**src/rtl/out_intf_pkg_hdl.sv**
```systemverilog
// Shared definitions for the out interface TX staging path.
package out_intf_pkg_hdl;

   localparam int unsigned DEFAULT_DATA_WIDTH = 8;
   localparam int unsigned DEFAULT_FRAME_LEN  = 4;

   typedef logic [DEFAULT_DATA_WIDTH-1:0] out_word_t;

   typedef enum logic {
      IDLE,
      IN_FRAME
   } tx_state_t;

endpackage

```
**src/rtl/out_intf_tx_fifo.sv**
```systemverilog
// Word buffer for the TX stage: storage, wrapping pointers and occupancy count.
module out_intf_tx_fifo #(
   parameter int unsigned DATA_WIDTH = 8,
   parameter int unsigned FIFO_DEPTH = 4
) (
   input  logic                          clk,
   input  logic                          rst_n,
   input  logic                          push,
   input  logic [DATA_WIDTH-1:0]         wr_data,
   input  logic                          pop,
   output logic [DATA_WIDTH-1:0]         rd_data,
   output logic                          not_full,
   output logic                          not_empty,
   output logic [$clog2(FIFO_DEPTH):0]   level
);

   localparam int unsigned PTR_W = $clog2(FIFO_DEPTH);
   localparam int unsigned LVL_W = PTR_W + 1;

   logic [DATA_WIDTH-1:0] mem [FIFO_DEPTH];
   logic [PTR_W-1:0]      wr_ptr;
   logic [PTR_W-1:0]      rd_ptr;

   always_ff @(posedge clk) begin
      if (push)
         mem[wr_ptr] <= wr_data;
   end

   always_ff @(posedge clk or negedge rst_n) begin
      if (!rst_n) begin
         wr_ptr <= '0;
         rd_ptr <= '0;
         level  <= '0;
      end else begin
         if (push)
            wr_ptr <= wr_ptr + 1'b1;
         if (pop)
            rd_ptr <= rd_ptr + 1'b1;
         case ({push, pop})
            2'b10:   level <= level + 1'b1;
            2'b01:   level <= level - 1'b1;
            default: level <= level;
         endcase
      end
   end

   assign rd_data   = mem[rd_ptr];
   assign not_full  = (level != LVL_W'(FIFO_DEPTH));
   assign not_empty = (level != '0);

endmodule

```
**src/rtl/out_intf_tx_stage.sv**
```systemverilog
// Out interface TX stage: buffers core words and emits fixed-length SOP/EOP frames.
// Optional even-parity output enabled by defining OUT_INTF_PARITY_EN.
module out_intf_tx_stage
   import out_intf_pkg_hdl::*;
#(
   parameter int unsigned DATA_WIDTH = DEFAULT_DATA_WIDTH,
   parameter int unsigned FIFO_DEPTH = 4,
   parameter int unsigned FRAME_LEN  = DEFAULT_FRAME_LEN
) (
   input  logic                          clk,
   input  logic                          rst_n,
   input  logic                          in_valid,
   output logic                          in_ready,
   input  logic [DATA_WIDTH-1:0]         in_data,
   output logic                          out_valid,
   input  logic                          out_ready,
   output logic [DATA_WIDTH-1:0]         out_data,
   output logic                          out_sop,
   output logic                          out_eop,
`ifdef OUT_INTF_PARITY_EN
   output logic                          out_parity,
`endif
   output logic [$clog2(FIFO_DEPTH):0]   fifo_level,
   output logic [15:0]                   frame_count
);

   localparam int unsigned IDX_W = (FRAME_LEN > 1) ? $clog2(FRAME_LEN) : 1;

   tx_state_t             state_q, state_d;
   logic [IDX_W-1:0]      word_idx_q, word_idx_d;
   logic [15:0]           frame_count_q, frame_count_d;
   logic                  push, pop, fifo_nempty, last_word;
   logic [DATA_WIDTH-1:0] head;

   out_intf_tx_fifo #(
      .DATA_WIDTH (DATA_WIDTH),
      .FIFO_DEPTH (FIFO_DEPTH)
   ) u_fifo (
      .clk       (clk),
      .rst_n     (rst_n),
      .push      (push),
      .wr_data   (in_data),
      .pop       (pop),
      .rd_data   (head),
      .not_full  (in_ready),
      .not_empty (fifo_nempty),
      .level     (fifo_level)
   );

   assign push      = in_valid && in_ready;
   assign pop       = out_valid && out_ready;
   assign last_word = (word_idx_q == IDX_W'(FRAME_LEN - 1));

   // Head is zeroed while empty so stale RAM contents never reach the port.
   assign out_valid   = fifo_nempty;
   assign out_data    = out_valid ? head : '0;
   assign out_sop     = out_valid && (word_idx_q == '0);
   assign out_eop     = out_valid && last_word;
   assign frame_count = frame_count_q;

`ifdef OUT_INTF_PARITY_EN
   assign out_parity = ^out_data;
`endif

   always_ff @(posedge clk or negedge rst_n) begin
      if (!rst_n) begin
         state_q       <= IDLE;
         word_idx_q    <= '0;
         frame_count_q <= '0;
      end else begin
         state_q       <= state_d;
         word_idx_q    <= word_idx_d;
         frame_count_q <= frame_count_d;
      end
   end

   always_comb begin
      state_d       = state_q;
      word_idx_d    = word_idx_q;
      frame_count_d = frame_count_q;
      if (pop) begin
         word_idx_d = last_word ? '0 : word_idx_q + 1'b1;
         if (out_eop)
            frame_count_d = frame_count_q + 16'd1;
      end
      case (state_q)
         IDLE:     if (pop && (FRAME_LEN > 1)) state_d = IN_FRAME;
         IN_FRAME: if (pop && out_eop)         state_d = IDLE;
         default:                              state_d = IDLE;
      endcase
   end

endmodule

```
**config.mk**
```make
export PLATFORM = sky130hd
export DESIGN_NAME = out_intf_tx_stage
export DESIGN_NICKNAME = d
export VERILOG_FILES = /design/src/rtl/out_intf_pkg_hdl.sv /design/src/rtl/out_intf_tx_fifo.sv /design/src/rtl/out_intf_tx_stage.sv
export SDC_FILE = /design/constraint.sdc
export NUM_CORES = 1
export LEC_CHECK = 0
export ABC_CLOCK_PERIOD_IN_PS = 2000
export CORE_UTILIZATION = 30
export DETAILED_ROUTE_END_ITERATION = 6
export GPL_TIMING_DRIVEN = 1
export HOLD_SLACK_MARGIN = 0.05
export PLACE_DENSITY_LB_ADDON = 0.15
export SYNTH_ARGS = -nofsm -noshare
export SYNTH_HDL_FRONTEND = slang
export SYNTH_SLANG_ARGS = --single-unit
```
**constraint.sdc**
```tcl
create_clock -name clk -period 2 [get_ports clk]
set_input_delay 0.2 -clock clk [delete_from_list [all_inputs] [get_ports clk]]
set_output_delay 0.2 -clock clk [all_outputs]
set_load 0.02 [all_outputs]
```
==> Yosys cells after proc, flatten, opt, wreduce, memory -nomap -nowiden <==
Memories as Yosys holds them, arrays and structs flattened.
Index checks and enable logic that the tools add are counted.
{ "totals": {"regBits": 25, "mem_bits_rw": 32, "inputBits": 12, "out_inout_bits": 31, "elab_cells": 29, "n_memories": 1} }
{ "op_classes": {"addsub": 6, "eq_ne": 4, "n_mux": 5, "n_reduce_logical": 8} }
{ "memory_table": {"columns": ["name", "words", "width", "rd", "rd_clocked_by_memory_dff", "write_ports", "line_no", "text"], "rows": [
  ["u_fifo.mem", 4, 8, 1, 0, 1, "out_intf_tx_fifo.sv:20", "logic [DATA_WIDTH-1:0] mem [FIFO_DEPTH];"]
]} }
{ "op_table": {"columns": ["operator", "n"], "rows": [
  ["adder 16 x 1 -> 16 bit (second input constant)", 1],
  ["two-way mux 8 bit", 1],
  ["adder 2 x 1 -> 2 bit (second input constant)", 3],
  ["one-hot mux 3 bit (2 select lines)", 1],
  ["equality test 2 bit (second input constant)", 2],
  ["logical AND 1 bit", 4],
  ["adder 3 x 1 -> 3 bit (second input constant)", 1],
  ["!= test 3 bit (second input constant)", 1],
  ["nonzero test 3 bit", 1],
  ["subtractor 3 x 1 -> 3 bit (second input constant)", 1],
  ["equality test 2 x 1 -> 1 bit (second input constant)", 1],
  ["zero test 2 bit", 1],
  ["two-way mux 1 bit", 2],
  ["two-way mux 2 bit", 1],
  ["AND reduction 2 bit", 1],
  ["nonzero test 2 bit", 1]
]} }

==> Longest topological paths before layout <==
Gate-level depths: netlist of the first run.
{ "depth": {"word_depth": 4, "depth_mapped": 10, "ltp_nobuf": 10} }

==> By module <==
A second synthesis of the first run with hierarchy kept.
{ "hier_totals": {"hier_cells": 162, "hier_area_um2": 2467.4} }
{ "by_module_without_submodules": {"columns": ["mod", "n_inst", "cells_per_inst", "area_each_um2", "seq_area_each_um2"], "rows": [
  ["out_intf_tx_fifo", 1, 79, 1551.5, 1136.1],
  ["out_intf_tx_stage", 1, 83, 915.9, 450.4]
]} }

==> Least setup slack after synthesis of the first run <==
OpenSTA, ideal clock, no wires.
{ "synth_path": {"path_kind": "register to register", "from": "register u_fifo.level[0]", "to": "register u_fifo.level[2]", "arrival_time_ns": 2.198, "t_required_ns": 1.920, "slack_ns": -0.278, "path_stages_with_launch": 11, "period_less_slack_ns": 2.278, "cell_sequence": "dfrtp_1 -> inv_1 -> nand3_1 -> and2_1 -> inv_1 -> ha_1 -> inv_1 -> fa_1 -> xor2_1 -> nor2_1 -> xor2_1"} }
{ "synth_via": {"elab_chain_cells": 4, "elab_cells_between_ends": 10, "classes_between": "add/sub (2); eq/ne (3); mux (1); reduce/logical (4)"} }
{ "synth_rtl": {"columns": ["element", "line_no", "text"], "rows": [
  ["start: declaration", "out_intf_tx_fifo.sv:14", "output logic [$clog2(FIFO_DEPTH):0] level"],
  ["start signal: assignment", "out_intf_tx_fifo.sv:40", "2'b10: level <= level + 1'b1;"],
  ["start signal: assignment", "out_intf_tx_fifo.sv:41", "2'b01: level <= level - 1'b1;"],
  ["start signal: assignment", "out_intf_tx_fifo.sv:42", "default: level <= level;"],
  ["!= test 3 bit (*)", "out_intf_tx_fifo.sv:48", "assign not_full = (level != LVL_W'(FIFO_DEPTH));"],
  ["via in_ready", "out_intf_tx_stage.sv:13", "output logic in_ready,"],
  ["logical AND 1 bit (*)", "out_intf_tx_stage.sv:50", "assign push = in_valid && in_ready;"],
  ["equality test 2 x 1 -> 1 bit or equality test 2 bit (tied branches)", "out_intf_tx_fifo.sv:39", "case ({push, pop})"],
  ["one-hot mux 3 bit (2 select lines) or nonzero test 2 bit (tied branches)", null, null]
]} }
Mark *: on every way through the listed nets, which the timed path passes. The rest lies on a longest branch.
A chain may end at the register's enable or synchronous reset.

==> Worst setup path in the final report of the first run <==
{ "layout_path": {"from": "register u_fifo.rd_ptr[0]", "to": "output port out_data[7]"} }
{ "layout_via": {"elab_chain_cells": 2} }
{ "layout_rtl": {"columns": ["element", "line_no", "text"], "rows": [
  ["start: declaration", "out_intf_tx_fifo.sv:22", "logic [PTR_W-1:0] rd_ptr;"],
  ["start signal: assignment", "out_intf_tx_fifo.sv:38", "rd_ptr <= rd_ptr + 1'b1;"],
  ["memory read (4 x 8 bit)", null, null],
  ["two-way mux 8 bit", "out_intf_tx_stage.sv:56", "assign out_data = out_valid ? head : '0;"],
  ["end: declaration", "out_intf_tx_stage.sv:17", "output logic [DATA_WIDTH-1:0] out_data,"]
]} }
Every way passes these cells.

==> results of run 1 <==
-- critical path: cells and delay by family, from the launching register on --
family                 cells  cell delay, ns
and+or+nand+nor            1            0.14
muxes                      1            0.48
buffers and inverters      2            0.42
DFF                        1            0.36
-- cells in the final DEF (no fill, tap or decap), types with 4 or more instances in the layout --
| cell type | n |
|---|---|
| and3_1 | 6 |
| nand2_1 | 8 |
| xor2_1 | 5 |
| edfxtp_1 | 32 |
| clkdlybuf4s50_1 | 31 |
| inv_1 | 8 |
| dfrtp_1 | 21 |
| dfrtp_2 | 4 |
| buf_4 | 16 |
| clkbuf_8 | 9 |
| mux4_2 | 8 |
| xnor2_1 | 16 |
| clkbuf_2 | 7 |
| ha_1 | 8 |
| nor2b_1 | 10 |
-- layout make-up --
cell class | count | area (um2) | area share
clock buffer | 10 | 128 | 0.0379
clock inverter | 6 | 106 | 0.0316
inverter | 11 | 43.8 | 0.0130
multi-input combinational | 90 | 871 | 0.258
sequential | 57 | 1590 | 0.472
tap | 102 | 128 | 0.0379
timing repair buffer | 58 | 503 | 0.149
-- path summary, 6_finish.rpt --
kind                                   end  depth (start not counted)  slack [ns]
max reg2reg                u_fifo.level[2]                         10        0.12
max                            out_data[7]                          4        0.08
min in group clk           frame_count[15]                          1        0.47
max in group asynchronous  u_fifo.level[2]                          2        1.48
min                        frame_count[10]                          2        0.24
min reg2reg                frame_count[15]                          1        0.47
-- power by group --
part | internal (mW) | switching (mW) | total (mW)
clock | 0.821 | 0.449 | 1.27
sequential | 1.54 | 0.209 | 1.74
combinational | 0.879 | 0.935 | 1.81
-- through the flow --
stage	instance area [um2]	TNS [ns]	utilization	power, mW	hold slack, ns
after CTS	3390	0	0.430	4.93	0.240
final	3370	0	0.427	4.83	0.242
after global routing	3370	-0.0137	0.427	5.13	0.269
after global placement	3140	0	0.398	3.68	0.468
after floorplan	2520	0	-	2.87	-0.0956
after detailed placement	3140	0	0.398	3.69	0.472
-- state kept, by name, indices dropped and copies added, names as in the netlist --
| name | cells |
|---|---|
| frame_count | 16 |
| u_fifo.level | 3 |
| u_fifo.mem | 32 |
| u_fifo.rd_ptr | 2 |
| u_fifo.wr_ptr | 2 |
| word_idx_q | 2 |
-- metal layers --
layer | track usage | vias up | wire length (um)
li1 | - | 711 | -
met1 | 0.161 | 706 | 2190
met2 | 0.165 | 34 | 2070
met3 | 0.0366 | 6 | 215
met4 | 0.0538 | 0 | 65
met5 | 0 | - | 0
-- logic make-up (layout without fill, tap and decap cells) --
| group | Yosys count | in the layout | share of synthesized area |
|---|---|---|---|
| AOI/OAI and AO/OA | 3 | 3 | 0.0125 |
| and+or+nand+nor | 46 | 46 | 0.123 |
| xor gates and xnor gates | 21 | 21 | 0.0736 |
| buffers and inverters | 14 | 85 | 0.0225 |
| DFF | 57 | 57 | 0.635 |
| adders and majority gates | 9 | 9 | 0.0481 |
| muxes | 11 | 11 | 0.0851 |
-- repair_timing --
action	CTS	global route
setup endpoints to repair	11	11
gates resized for setup	19	9
buffers inserted	3	2
==> results by group, run 1 <==
Route
  • Via density per instance: 4.36
  • Initial detailed-routing violation count: 67
  • 1st-pass router iterations: 4
  • Vias: 1457
  • DR DRC count: 0
  • Wirelength, routed: between 4000 and 5000 um
  • Routed wire length per instance: 13.6 um
  • Antenna violation net count after detailed routing: 0

Timing
  • Maximum clock rate: about 520 MHz
  • Post-route minimum period: approximately 1.9 ns
  • Final hold violation count: 0
  • Clock Skews: 0.00488 ns
  • Fin worst setup slack: 0.0810 ns
  • Endpoints failing setup: 0
  • Worst-margin pin slew: roughly 0.43 ns
  • Pins Over Slew Limit: 0
  • Fin crit share: 0.960
  • RSZ-0062 raised after global routing: yes
  • Max_slew headroom: 0.711

Synth
  • Register area share after synthesis: 0.635
  • Top cell type by total area after synthesis: edfxtp_1
  • Ys Warns: 0
  • Top FF cell, synth: edfxtp_1
  • Most area-consuming cells after synthesis: edfxtp_1 38%, dfrtp_1 25%, mux4_2 7.2%
  • FFs w/ async S/R, synth: 0.439
  • Mean post-synth cell area: 15.5 um2
  • Synth Instances: 161
  • Syn nets: 182
  • Number of synthesized flops with an enable pin: 32
  • Synth top area share: 0.385
  • Distinct cell type count after synthesis: 30
  • Count leader, synth: edfxtp_1
  • #FFs+latches synth: 57
  • Post-Syn Area: 2500 um2
  • Top cells by count, synth: 32 x edfxtp_1, 25 x dfrtp_1, 16 x xnor2_1

Setup path
  • RR Startpoint: u_fifo.level[0]
  • CP Cell Sequence: buf_4 > mux4_2 > nor2b_1 > clkdlybuf4s15_1
  • CP Max Fanout: 3
  • WS Path Type: flop to primary output
  • Startpoint Class: flop
  • Slowest cell delay on critical path: approximately 0.48 ns
  • Endpoint class of the critical path: primary output
  • Slowest CP cell: mux4_2
  • WP data arrival: 1.72 ns
  • CP required: 1.80 ns
  • Setup crit start: u_fifo.rd_ptr[0]

Die
  • Area of the core: just under 8000 um2
  • Die X-Extent: 93.3 um
  • Die H: 93.3 um
  • IO Pins: 43
  • Die Footprint: 8700 um2
  • Row Count: 32
  • Initial Utilization: 0.317

Clocking
  • Total clock sinks: 57
  • TritonCTS clock tree: done
  • Worst-path clk slew: about 0.06 ns
  • CTS H-Tree Depth: 3
  • Hold_buf cts: 0
  • Clk Latency, worst-skew pair: 0.33 ns
  • Longest Clk Path Bufs: 2
  • Root Buffer: clkbuf_8
  • Num CTS Buffers: 9

GRT
  • Vias in the first global route: 1435
  • Initial antenna violation count: 0
  • Pin count of the biggest net entering global routing: 26
  • Total grt overflow: 0
  • Total track usage: 0.116
  • First-pass GRT wire length: 7310 um

Cells and area
  • Final nets: 248
  • # fillers: 723
  • Layout Cells excl Fill: ~330
  • Layout cells sized above 1: 0.276
  • Ant diodes: 0
  • Area growth syn-to-layout: 34.9%

Pwr
  • P per Cell Area: 1430 nW/um2
  • Leak pwr: 1.34 nW
  • Max IR drop VDD: around 750 uV

Status
  • Status: completed

Placement
  • Hpwl dp: 3100 um
  • Place WS: 0.0480 ns
  • DP Cell Count: about 310
  • Port Buffer Count: 42
  • Placer Congestion: 0.732

Worst hold path
  • Min-delay worst type: input pin to asynchronous set/reset pin

Job
  • Max_cap viols: 0
(Power assumes the default switching activity.)
==> inputs of run 2 (changes only) <==
--- a/config.mk
+++ b/config.mk
@@ -10,6 +10,7 @@
 export DETAILED_ROUTE_END_ITERATION = 6
 export GPL_TIMING_DRIVEN = 1
 export HOLD_SLACK_MARGIN = 0.05
+export MAX_ROUTING_LAYER = met4
 export PLACE_DENSITY_LB_ADDON = 0.15
 export SYNTH_ARGS = -nofsm -noshare
 export SYNTH_HDL_FRONTEND = slang
==> results by group, run 2 (synthesized netlist as in run 1, its figures left out) <==
Timing
  • Final hold violation count: 0
  • Max_slew headroom: 0.711
  • Worst-margin pin slew: around 0.43 ns
  • Clock Skews: 0.00486 ns
  • Endpoints failing setup: 0
  • Fin crit share: 0.959
  • RSZ-0062 raised after global routing: yes
  • Setup_tns: 0 ns
  • Maximum clock rate: 521 MHz
  • Post-route minimum period: 1.92 ns
  • Pins Over Slew Limit: 0

Setup path
  • Startpoint Class: flop
  • CP Max Fanout: 3
  • RR Endpoint: u_fifo.level[2]
  • CP required: around 1.8 ns
  • Cells on worst reg2reg path: 10
  • WP data arrival: 1.72 ns
  • WS Path Type: flop to primary output
  • RR Startpoint: u_fifo.level[1]
  • Flop-to-flop setup slack: around 0.12 ns
  • Endpoint class of the critical path: primary output

Placement
  • Port Buffer Count: 42
  • Placer Congestion: 0.741
  • DP Cell Count: 313
  • Hpwl dp: 3100 um

Clocking
  • Longest Clk Path Bufs: 2
  • Hold_buf cts: 0
  • Clk Latency, worst-skew pair: 0.33 ns
  • Root Buffer: clkbuf_8
  • TritonCTS clock tree: done
  • Worst-path clk slew: 0.06 ns
  • Total clock sinks: 57
  • Num CTS Buffers: 9
  • CTS H-Tree Depth: 3

Cells and area
  • Final nets: 248
  • Number of flip-flops in the largest register: 32
  • Layout Cells excl Fill: 334
  • Area growth syn-to-layout: 34.9%
  • Reg with most FFs: u_fifo.mem
  • Most common cell after layout, fill and taps aside: edfxtp_1
  • Layout cells sized above 1: 0.276
  • Ant diodes: 0
  • Most frequent cells in the layout: 32 x edfxtp_1, 31 x clkdlybuf4s50_1, 21 x dfrtp_1, 16 x xnor2_1, 16 x buf_4

Die
  • Die X-Extent: 93.3 um
  • Row Count: 32
  • IO Pins: 43
  • Initial Utilization: 0.317
  • Die H: 93.3 um
  • Area of the core: 7890 um2
  • Die Footprint: 8700 um2

GRT
  • First-pass GRT wire length: 7310 um
  • Total grt overflow: 0
  • Vias in the first global route: 1434
  • Total track usage: 0.120
  • Initial antenna violation count: 0
  • Pin count of the biggest net entering global routing: 26

Route
  • Via density per instance: 4.35
  • Antenna violation net count after detailed routing: 0
  • Routed wire length per instance: 13.6 um
  • Vias: 1454
  • 1st-pass router iterations: 4
  • Wirelength, routed: 4550 um
  • DR DRC count: 0
  • Initial detailed-routing violation count: 55

Pwr
  • P per Cell Area: between 1000 and 1500 nW/um2
  • Leak pwr: 1.34 nW
  • Max IR drop VDD: 748 uV

Status
  • Status: completed

Worst hold path
  • Min-delay worst type: input pin to asynchronous set/reset pin

Job
  • Max_cap viols: 0
-- run 2: cell counts in the layout (fill, tap and decap cells not counted) --
Identical to the previous run, type by type.
-- run 2: critical path: stages (launching register included) --
cell and delay (ns):
dfrtp_1 0.36, buf_4 0.14, mux4_2 0.48, nor2b_1 0.14
clkdlybuf4s15_1 0.28
-- run 2: area by class of cell --
cell class | count | area (um2)
clock buffer | 10 | 128
clock inverter | 6 | 106
fill | 723 | 4520
inverter | 11 | 43.8
multi-input combinational | 90 | 871
sequential | 57 | 1590
tap | 102 | 128
timing repair buffer | 58 | 503
-- run 2: layer usage --
metal | up-vias | part of all wire | GRT usage
met1 | 706 | 0.48 | 0.161
met2 | 34 | 0.46 | 0.165
met5 | - | 0 | -
li1 | 710 | - | -
met4 | 0 | 0.0084 | 0.0538
met3 | 4 | 0.046 | 0.0366
-- run 2: worst max path at each step --
stage / start / endpoint
after global placement: out_ready / u_fifo.level[2]
final: u_fifo.rd_ptr[0] / out_data[7]
after detailed placement: out_ready / u_fifo.level[2]
after global routing: u_fifo.level[1] / u_fifo.level[2]
after CTS: u_fifo.rd_ptr[0] / out_data[6]
after floorplan: u_fifo.level[0] / u_fifo.level[2]
-- run 2: timing repair --
item | in CTS | in global routing
resized for setup | 19 | 9
gates cloned | 0 | 0
endpoints found under the setup margin | 11 | 11
buffers inserted | 3 | 2
-- run 2: where the power goes --
group          leakage [nW]  internal (mW)  switching (mW)  total, mW
Combinational         0.619          0.879           0.935       1.81
Clock                 0.114          0.821           0.449       1.27
Sequential            0.607           1.54           0.209       1.74
-- run 2: stage by stage --
| stage | utilization | area (um2) | power [mW] | hold WS [ns] | setup slack (ns) |
|---|---|---|---|---|---|
| global placement | 0.398 | 3140 | 3.68 | 0.468 | 0.0897 |
| CTS | 0.430 | 3390 | 4.93 | 0.240 | 0.00595 |
| finish | 0.427 | 3370 | 4.83 | 0.241 | 0.0820 |
| global route | 0.427 | 3370 | 5.13 | 0.269 | -0.0125 |
| detailed placement | 0.398 | 3140 | 3.69 | 0.472 | 0.0480 |
| floorplan | - | 2520 | 2.87 | -0.0956 | 0.00909 |
